<file path="config.mk">
export PLATFORM = sky130hd
export DESIGN_NAME = imem_boot_loader_flat
export DESIGN_NICKNAME = d
export VERILOG_FILES = /design/src/rtl/boot_pkg.sv /design/src/rtl/imem_boot_loader_if.sv /design/src/rtl/boot_word_packer.sv /design/src/rtl/imem_boot_loader.sv /design/src/flat_wrapper.sv
export SDC_FILE = /design/constraint.sdc
export NUM_CORES = 1
export LEC_CHECK = 0
export ABC_AREA = 1
export CORE_UTILIZATION = 51
export CTS_CLUSTER_DIAMETER = 100
export DETAILED_ROUTE_END_ITERATION = 12
export PLACE_DENSITY = 0.79
export RECOVER_POWER = 100
export SYNTH_ARGS = -nofsm -noshare
export SYNTH_HDL_FRONTEND = slang
export SYNTH_SLANG_ARGS = --single-unit
</file>
<file path="constraint.sdc">
create_clock -name clk -period 2 [get_ports clk]
set_clock_uncertainty 0.15 [all_clocks]
set_input_delay 0.5 -clock clk [delete_from_list [all_inputs] [get_ports clk]]
set_output_delay 0.5 -clock clk [all_outputs]
set_load 0.005 [all_outputs]
</file>
<file path="src/rtl/boot_pkg.sv">
// Shared types and constants for the instruction-memory boot loader.
// Contents: loader state enum, default frame start marker, count field width.
// No ports; imported by the loader top module.
package boot_pkg;

  typedef enum logic [2:0] {
    SYNC,
    LEN0,
    LEN1,
    DATA,
    CSUM,
    DONE,
    ERROR
  } state_e;

  localparam logic [7:0] SYNC_BYTE_DEF = 8'hA5;
  localparam int         CNT_W         = 16;

endpackage

</file>
<file path="src/rtl/imem_boot_loader_if.sv">
// Host byte stream plus instruction-memory write port of the boot loader.
// master: host/memory side (drives bytes, observes ready and writes).
// slave:  loader side (accepts bytes, drives the write strobe/address/data).
interface imem_boot_loader_if #(
  parameter int ADDR_WIDTH = 10
);
  logic                  byte_valid;
  logic [7:0]            byte_data;
  logic                  byte_ready;
  logic                  imem_we;
  logic [ADDR_WIDTH-1:0] imem_addr;
  logic [31:0]           imem_wdata;

  modport master (
    output byte_valid, byte_data,
    input  byte_ready, imem_we, imem_addr, imem_wdata
  );

  modport slave (
    input  byte_valid, byte_data,
    output byte_ready, imem_we, imem_addr, imem_wdata
  );
endinterface

</file>
<file path="src/rtl/boot_word_packer.sv">
// Packs accepted data bytes little-endian into 32-bit words and XORs them into a checksum.
// Ports: clk/rst, clr_i (restart), byte_en_i/byte_i (one data byte), word_last_o (4th byte now),
//        word_vld_o (registered one-cycle pulse with word_o valid), csum_o (running XOR).
module boot_word_packer (
  input  logic        clk,
  input  logic        rst,
  input  logic        clr_i,
  input  logic        byte_en_i,
  input  logic [7:0]  byte_i,
  output logic        word_last_o,
  output logic        word_vld_o,
  output logic [31:0] word_o,
  output logic [7:0]  csum_o
);
  logic [1:0]  byte_idx_q;
  logic [31:0] word_q;
  logic [7:0]  acc_q;
  logic        vld_q;

  assign word_last_o = byte_en_i && (byte_idx_q == 2'd3);

  always_ff @(posedge clk or negedge rst) begin
    if (!rst) begin
      byte_idx_q <= 2'd0;
      word_q     <= 32'd0;
      acc_q      <= 8'd0;
      vld_q      <= 1'b0;
    end else begin
      // The pulse lines up with the completed word; the next word's first lane
      // may be overwritten in the same cycle, after the write has sampled it.
      vld_q <= word_last_o;
      if (clr_i) begin
        byte_idx_q <= 2'd0;
        acc_q      <= 8'd0;
      end else if (byte_en_i) begin
        word_q[8*byte_idx_q +: 8] <= byte_i;
        byte_idx_q                <= byte_idx_q + 2'd1;
        acc_q                     <= acc_q ^ byte_i;
      end
    end
  end

  assign word_vld_o = vld_q;
  assign word_o     = word_q;
  assign csum_o     = acc_q;
endmodule

</file>
<file path="src/rtl/imem_boot_loader.sv">
// Frame parser that loads a program image into instruction memory and releases the core.
// Ports: clk, rst (async active-low), bus (byte stream in, imem write out),
//        reload (restart from DONE), core_rst_n (core held while 0), done, err.
module imem_boot_loader
  import boot_pkg::*;
#(
  parameter int         ADDR_WIDTH = 10,
  parameter int         MAX_WORDS  = 1024,
  parameter logic [7:0] SYNC_BYTE  = SYNC_BYTE_DEF
) (
  input  logic                clk,
  input  logic                rst,
  imem_boot_loader_if.slave   bus,
  input  logic                reload,
  output logic                core_rst_n,
  output logic                done,
  output logic                err
);
  localparam logic [CNT_W-1:0] MAX_N = CNT_W'(MAX_WORDS);
  localparam logic [CNT_W-1:0] ONE   = CNT_W'(1);

  state_e                state_q, state_d;
  logic [CNT_W-1:0]      count_q, word_idx_q, count_full;
  logic [ADDR_WIDTH-1:0] addr_q;
  logic                  ready_q, done_q, err_q, run_q;
  logic                  ready_d, done_d, err_d, run_d;
  logic                  accept, is_sync, data_en, pk_clr;
  logic                  word_last, word_vld;
  logic [31:0]           word;
  logic [7:0]            csum;

  assign accept     = bus.byte_valid && ready_q;
  assign is_sync    = (bus.byte_data == SYNC_BYTE);
  assign data_en    = accept && (state_q == DATA);
  assign count_full = {bus.byte_data, count_q[7:0]};
  // A fresh frame start or a reload restarts byte lanes and checksum.
  assign pk_clr     = (accept && is_sync && (state_q == SYNC || state_q == ERROR)) ||
                      (state_q == DONE && reload);

  boot_word_packer u_packer (
    .clk         (clk),
    .rst         (rst),
    .clr_i       (pk_clr),
    .byte_en_i   (data_en),
    .byte_i      (bus.byte_data),
    .word_last_o (word_last),
    .word_vld_o  (word_vld),
    .word_o      (word),
    .csum_o      (csum)
  );

  // State register plus registered outputs and counters.
  always_ff @(posedge clk or negedge rst) begin
    if (!rst) begin
      state_q    <= SYNC;
      ready_q    <= 1'b0;
      done_q     <= 1'b0;
      err_q      <= 1'b0;
      run_q      <= 1'b0;
      count_q    <= '0;
      word_idx_q <= '0;
      addr_q     <= '0;
    end else begin
      state_q <= state_d;
      ready_q <= ready_d;
      done_q  <= done_d;
      err_q   <= err_d;
      run_q   <= run_d;
      if (accept && state_q == LEN0) count_q[7:0] <= bus.byte_data;
      if (accept && state_q == LEN1) count_q      <= count_full;
      if (pk_clr || (accept && state_q == LEN1)) begin
        word_idx_q <= '0;
      end else if (word_last) begin
        word_idx_q <= word_idx_q + ONE;
        addr_q     <= word_idx_q[ADDR_WIDTH-1:0];
      end
    end
  end

  // Next-state logic.
  always_comb begin
    state_d = state_q;
    case (state_q)
      SYNC:  if (accept && is_sync) state_d = LEN0;
      LEN0:  if (accept) state_d = LEN1;
      LEN1: begin
        if (accept) begin
          if (count_full > MAX_N)       state_d = ERROR;
          else if (count_full == '0)    state_d = CSUM;
          else                          state_d = DATA;
        end
      end
      DATA:  if (word_last && (word_idx_q == count_q - ONE)) state_d = CSUM;
      CSUM:  if (accept) state_d = (bus.byte_data == csum) ? DONE : ERROR;
      DONE:  if (reload) state_d = SYNC;
      ERROR: if (accept && is_sync) state_d = LEN0;
      default: state_d = SYNC;
    endcase
  end

  // Outputs are decoded from the next state so they change on the same edge
  // as the state they describe.
  always_comb begin
    ready_d = (state_d != DONE);
    done_d  = (state_d == DONE);
    run_d   = (state_d == DONE);
    err_d   = (state_d == ERROR);
  end

  assign bus.byte_ready = ready_q;
  assign bus.imem_we    = word_vld;
  assign bus.imem_addr  = addr_q;
  assign bus.imem_wdata = word;
  assign core_rst_n     = run_q;
  assign done           = done_q;
  assign err            = err_q;
endmodule

</file>
<file path="src/flat_wrapper.sv">
// flat-port wrapper written by rule: the top's interface ports become plain ports
module imem_boot_loader_flat import boot_pkg::*;
#(
  parameter int         ADDR_WIDTH = 10,
  parameter int         MAX_WORDS  = 1024,
  parameter logic [7:0] SYNC_BYTE  = SYNC_BYTE_DEF
)
  (clk, rst, reload, core_rst_n, done, err, bus_byte_valid, bus_byte_data, bus_byte_ready, bus_imem_we, bus_imem_addr, bus_imem_wdata);
  imem_boot_loader_if #(.ADDR_WIDTH(ADDR_WIDTH)) bus_i ();
  input  logic clk;
  input  logic rst;
  input  logic reload;
  output logic core_rst_n;
  output logic done;
  output logic err;
  input wire logic [$bits(bus_i.byte_valid)-1:0] bus_byte_valid;
  input wire logic [$bits(bus_i.byte_data)-1:0] bus_byte_data;
  output wire logic [$bits(bus_i.byte_ready)-1:0] bus_byte_ready;
  output wire logic [$bits(bus_i.imem_we)-1:0] bus_imem_we;
  output wire logic [$bits(bus_i.imem_addr)-1:0] bus_imem_addr;
  output wire logic [$bits(bus_i.imem_wdata)-1:0] bus_imem_wdata;
  assign bus_i.byte_valid = bus_byte_valid;
  assign bus_i.byte_data = bus_byte_data;
  assign bus_byte_ready = bus_i.byte_ready;
  assign bus_imem_we = bus_i.imem_we;
  assign bus_imem_addr = bus_i.imem_addr;
  assign bus_imem_wdata = bus_i.imem_wdata;
  imem_boot_loader #(.ADDR_WIDTH(ADDR_WIDTH), .MAX_WORDS(MAX_WORDS), .SYNC_BYTE(SYNC_BYTE)) u_core (.clk(clk), .rst(rst), .bus(bus_i), .reload(reload), .core_rst_n(core_rst_n), .done(done), .err(err));
endmodule
</file>
==> impl_metrics.json, run 1 <==
{
  "status": "finished, violations left",
  "violations": "setup timing",
  "numCtsBuffers": 9,
  "place_inst": 832,
  "rsz0062_at_grt": "true",
  "tns_ps": -1.278,
  "drv_slew": 0,
  "layout-drive-gt1-share_pct": 18.85,
  "vias": 4542,
  "start_util_pct": 52.68,
  "portBuffers": 58,
  "wl_per_cell_um": 14.58,
  "ant_nets": 0,
  "critPathBufInv": 1,
  "grt_overflow": 0,
  "die_area_sq_um": 9986,
  "area.growth.synth_to_final_pct": 30.24,
  "io_pins": 59,
  "core_area_sq_um": 9284,
  "yosysSeqAreaShare_pct": 46.56,
  "synth_async_sr_flop_share_pct": 100.0,
  "synth_area_per_cell_sq_um": 8.005,
  "ir_drop_mv": 0.4947,
  "avgViaCountPerCell": 5.275,
  "yosys.area_share.simple_pct": 30.47,
  "grtUsageTotal_pct": 25.80,
  "dieWidth_um": 99.93,
  "first_global_vias": 4421,
  "wl_um": 12550,
  "hold_viol_final": 0,
  "power_density_nw_per_um2": 1023,
  "stdcell_count": 861,
  "synth_adder_area_share_pct": 1.791,
  "yosys_warnings": 0,
  "synthFlopType": "dfrtp_1",
  "dp_hpwl_um": 9065,
  "synth-compound-area-share_pct": 9.644,
  "cts.clk_slew.worst_paths_ps": 90,
  "cp.required_ps": 2140,
  "period_minus_slack_ps": 2001,
  "fp.dieH_um": 99.93,
  "synth_nets": 630,
  "holdCritPathClass": "flop to flop",
  "setup_viol": 1,
  "final_common_cell": "nand2_1",
  "grt_pass1_wl_um": 20320,
  "worst_pin_slew_ps": 627.5,
  "startpoint_type": "flop",
  "cp_top_family": "simple AND/OR/NAND/NOR gates",
  "crit_path_max_incr_delay_ps": 420,
  "max_cap_viol_count": 0,
  "clock_path_buffers": 2,
  "syn_area_sq_um": 4891,
  "muxShareOfSynthArea_pct": 0,
  "netlist_instances": 611,
  "clk_latency_ps": 360,
  "synth_cell_types": 43,
  "antenna_found_initial": 0,
  "p_total_mw": 6.514,
  "diodes": 0,
  "cp.arrival_ps": 2140,
  "rows": 35,
  "synth_xor_area_share_pct": 4.656,
  "cts-root-buf": "clkbuf_8",
  "p_leak_nw": 3.230,
  "post-place-ws_ps": -494.2,
  "cp_max_fo": 6,
  "drtIter0Drc": 292,
  "synth-edff-count": 0,
  "cts_tree": "yes",
  "final_cell_mix": "nand2_1, dfrtp_1, o21ai_0",
  "place_congestion": 0.8591,
  "clock-sinks": 91,
  "route.detailed.drc": 0,
  "slew_headroom_pct": 58.17,
  "grt_max_degree": 48,
  "finalCritPeriodShare_pct": 100.1,
  "end_kind": "flop",
  "ys_ff_latch": 91,
  "setup_slack_ps": -1.278,
  "dr.pass1.iters": 6,
  "synth_top_family_by_area": "simple AND/OR/NAND/NOR gates",
  "criticalPathCategory": "flop to flop",
  "layout.nets": 746,
  "htree_num_levels": 3,
  "fmax_mhz": 499.7,
  "critPathSlowestCell": "dfrtp_1",
  "path_cells": "buf_6, nor2_4, nand2_4, nor2_4, nand2_1, nand2_1, nand2_1, nor2_1, nand2_2, nor2_4, nand3_2, nand2_2, nand3_2, nor2_1"
}
-- report_power, final --
group	switching (mW)	internal [mW]	total [mW]
clock	0.679	0.633	1.31
combinational	1.70	1.11	2.81
sequential	0.306	2.09	2.40
-- routing by layer --
| layer | GRT usage (%) | part of all wire, % |
|---|---|---|
| met4 | 11.76 | 3.0 |
| met3 | 5.014 | 4.1 |
| met5 | 0 | 0 |
| met2 | 43.29 | 50 |
| met1 | 32.37 | 43 |
-- kinds of logic after synthesis --
logic type / Yosys count
flip-flops: 91
XOR/XNOR: 26
adder cells (fa/ha/maj): 7
buffers and inverters: 85
AND/OR/NAND/NOR: 316
AO/OA/AOI/OAI: 86
-- worst register-to-register path: stages, from the launching register on --
cell	delay, ps
dfrtp_1	420
buf_6	130
nor2_4	110
nand2_4	80
nor2_4	170
nand2_1	90
nand2_1	70
nand2_1	50
nor2_1	140
nand2_2	90
nor2_4	150
nand3_2	80
nand2_2	100
nand3_2	60
nor2_1	80
-- area by class of cell --
type / count / area, sq um
flip-flops and latches: 91 / 2285
clock inverters: 5 / 67.56
inverters: 68 / 259.0
fillers: 743 / 2914
well taps: 129 / 161.4
repair buffers: 122 / 1049
clock buffers: 11 / 141.4
multi-input cells: 435 / 2407
-- sequential cells by signal (all words and copies together), names as in the netlist --
signal                      count
u_core.state_q                  3
u_core.done                     1
u_core.word_idx_q              16
u_core.u_packer.word_o         32
u_core.bus.imem_addr           10
u_core.err                      1
u_core.count_q                 16
u_core.bus.byte_ready           1
u_core.u_packer.csum_o          8
u_core.u_packer.word_vld_o      1
u_core.u_packer.byte_idx_q      2
-- final timing paths --
check | to | start | cells after the start | slack (ps)
setup / recovery | u_core.err | u_core.count_q[1] | 14 | -1
hold / removal | u_core.bus.imem_addr[3] | u_core.bus.imem_addr[3] | 2 | 340
setup reg to reg | u_core.err | u_core.count_q[1] | 14 | -1
hold reg to reg | u_core.bus.imem_addr[3] | u_core.bus.imem_addr[3] | 2 | 340
max in group asynchronous | u_core.word_idx_q[14] | rst | 3 | 320
min in group asynchronous | u_core.u_packer.word_o[21] | rst | 2 | 540
-- what timing repair did --
| item | 4_1_cts | 5_1_grt |
|---|---|---|
| hold buffers | 1 | 0 |
| pin swaps | 2 | 12 |
| setup endpoints to repair | 17 | 33 |
| gates resized for setup | 6 | 39 |
| endpoints found under the hold margin | 20 | 0 |
| buffers inserted | 0 | 12 |
-- synthesized netlist by cell type, types with 2 or more instances --
| master | number | area share, % |
|---|---|---|
| dfrtp_1 | 91 | 47 |
| inv_1 | 63 | 4.8 |
| o31ai_1 | 3 | 0.46 |
| nand3b_1 | 3 | 0.46 |
| nor2_8 | 2 | 0.82 |
| a21oi_1 | 8 | 0.82 |
| a211oi_2 | 2 | 0.51 |
| nand3_2 | 2 | 0.41 |
| nand3_1 | 53 | 5.4 |
| clkbuf_1 | 10 | 0.77 |
| nor2_1 | 49 | 3.8 |
| nor4_1 | 2 | 0.26 |
| ha_1 | 7 | 1.8 |
| nor3_1 | 13 | 1.3 |
| buf_2 | 4 | 0.41 |
| o21ai_0 | 67 | 6.9 |
| and2_1 | 2 | 0.26 |
| nor2_4 | 5 | 1.2 |
| nand4_1 | 8 | 1.0 |
| nor2_2 | 5 | 0.64 |
| nand2_1 | 161 | 12 |
| nand2_2 | 3 | 0.38 |
| inv_2 | 4 | 0.31 |
| xnor2_1 | 8 | 1.4 |
| xor2_1 | 18 | 3.2 |
-- per-stage QoR --
step / instance area, sq um / utilization, % / hold WS [ps]
final: 6370 / 68.61 / 335.1
after global routing: 6370 / 68.61 / 366.7
after CTS: 6188 / 66.66 / 346.9
after detailed placement: 5949 / 64.08 / 276.6
after global placement: 5949 / 64.08 / 274.3
after floorplan: 4896 / - / 54.41
(Power assumes the default switching activity.)
==> inputs of run 2 (changes only) <==
CORE_UTILIZATION = 50   (was 51)
PLACE_DENSITY = 0.75   (was 0.79)
clock period = 2.2 ns   (was 2 ns; I/O delays follow)
==> impl_metrics.json, run 2 (synthesis results as in run 1) <==
{
  "register_area_sq_um": 2278,
  "start_util_pct": 52.19,
  "fp.dieH_um": 100.9,
  "final_cell_mix": "nand2_1, dfrtp_1, o21ai_0",
  "layout-drive-gt1-share_pct": 13.89,
  "diodes": 0,
  "p_leak_nw": 3.236,
  "dr.pass1.iters": 5,
  "finish.utilization_pct": 65.35,
  "cp.arrival_ps": 2260,
  "nFillCells": 841,
  "hold_viol_final": 0,
  "fmax_mhz": 472.3,
  "route.detailed.drc": 0,
  "cp.required_ps": 2340,
  "ir_drop_mv": 0.4486,
  "status": "finished, final reports clean",
  "holdCritPathClass": "flop to flop",
  "ant_nets": 0,
  "cts_tree": "yes",
  "place_congestion": 0.8448,
  "rows": 35,
  "dieWidth_um": 100.9,
  "die_area_sq_um": 10180,
  "drv_slew": 0,
  "finalCritPeriodShare_pct": 96.24,
  "antenna_found_initial": 0,
  "period_minus_slack_ps": 2117,
  "numCtsBuffers": 9,
  "cp_max_fo": 6,
  "area.growth.synth_to_final_pct": 25.22,
  "portBuffers": 58,
  "clock_path_buffers": 2,
  "drtIter0Drc": 239,
  "clk_latency_ps": 370,
  "cts-root-buf": "clkbuf_8",
  "core_area_sq_um": 9371,
  "multiInputGateArea_sq_um": 2276,
  "rsz0062_at_grt": "true",
  "power_density_nw_per_um2": 894.4,
  "largest_reg_flops": 32,
  "max_cap_viol_count": 0,
  "setup_slack_ps": 82.68,
  "setup_viol": 0,
  "vias": 4375,
  "io_pins": 59,
  "clock-sinks": 91,
  "wl_um": 12000,
  "grt_overflow": 0,
  "grt_pass1_wl_um": 20360,
  "htree_num_levels": 3,
  "cts.clk_slew.worst_paths_ps": 90,
  "layout.nets": 734,
  "wl_per_cell_um": 14.13,
  "criticalPathCategory": "input pin to flop",
  "post-place-ws_ps": -300.9,
  "grtUsageTotal_pct": 25.96,
  "worst_pin_slew_ps": 887.2,
  "grt_max_degree": 34,
  "avgViaCountPerCell": 5.153,
  "first_global_vias": 4337,
  "dp_hpwl_um": 9037,
  "final_common_cell": "nand2_1",
  "slew_headroom_pct": 40.85,
  "end_kind": "flop",
  "startpoint_type": "input pin"
}
[run 2: final cells by class]
cell class,instances,area share [%]
Clock inverter,6,1.062
Inverter,68,4.229
Tap cell,129,2.635
Sequential cell,91,37.20
Timing Repair Buffer,109,15.55
Timing Repair inverter,1,0.08172
Clock buffer,10,2.084
Multi-Input combinational cell,435,37.16
[run 2: where the power goes]
part	switching (mW)	total, mW	internal [mW]
Combinational	1.38	2.19	0.813
Clock	0.617	1.14	0.528
Sequential	0.250	2.14	1.89
Total	2.24	5.48	3.23
[run 2: repair_timing]
action,4_1_cts,5_1_grt
hold buffers,1,0
hold endpoints to repair,31,0
buffers inserted,0,2
resized for setup,0,9
setup endpoints to repair,0,16
[run 2: worst max-delay path, cell delays in order]
cell	delay [ps]
clkdlybuf4s50_1	400
nand2_1	250
inv_1	140
o2111ai_1	170
nand2_2	160
nor2_4	120
clkbuf_2	230
o21ai_0	110
a21oi_1	130
[run 2: path summary, 6_finish.rpt]
check | start | endpoint | slack, ps | cells past startpoint
max | bus_byte_valid | u_core.word_idx_q[14] | 80 | 9
min | u_core.bus.imem_addr[7] | u_core.bus.imem_addr[7] | 330 | 2
max reg2reg | u_core.count_q[1] | u_core.err | 180 | 14
min reg2reg | u_core.bus.imem_addr[7] | u_core.bus.imem_addr[7] | 330 | 2
max in group asynchronous | rst | u_core.count_q[11] | 230 | 3
min in group asynchronous | rst | u_core.bus.imem_addr[1] | 680 | 2
[run 2: per-layer routing]
metal | global-route usage (%) | vias to the layer above | wire length (um)
met5 | 0 | - | 0
li1 | - | 2180 | -
met1 | 31.65 | 2076 | 5312
met4 | 10.03 | 0 | 246
met2 | 46.42 | 102 | 6004
met3 | 3.675 | 17 | 433
[run 2: per-stage QoR]
stage,hold WS (ps),std cells,power (mW),area (sq um),TNS (ps)
floorplan,104.4,611,3.646,4891,0
global placement,316.1,829,4.234,5947,-6861
detailed placement,322.5,829,4.312,5947,-9471
CTS,343.9,846,5.460,6150,0
global route,351.1,849,5.916,6125,-247.4
finish,333.0,849,5.478,6125,0
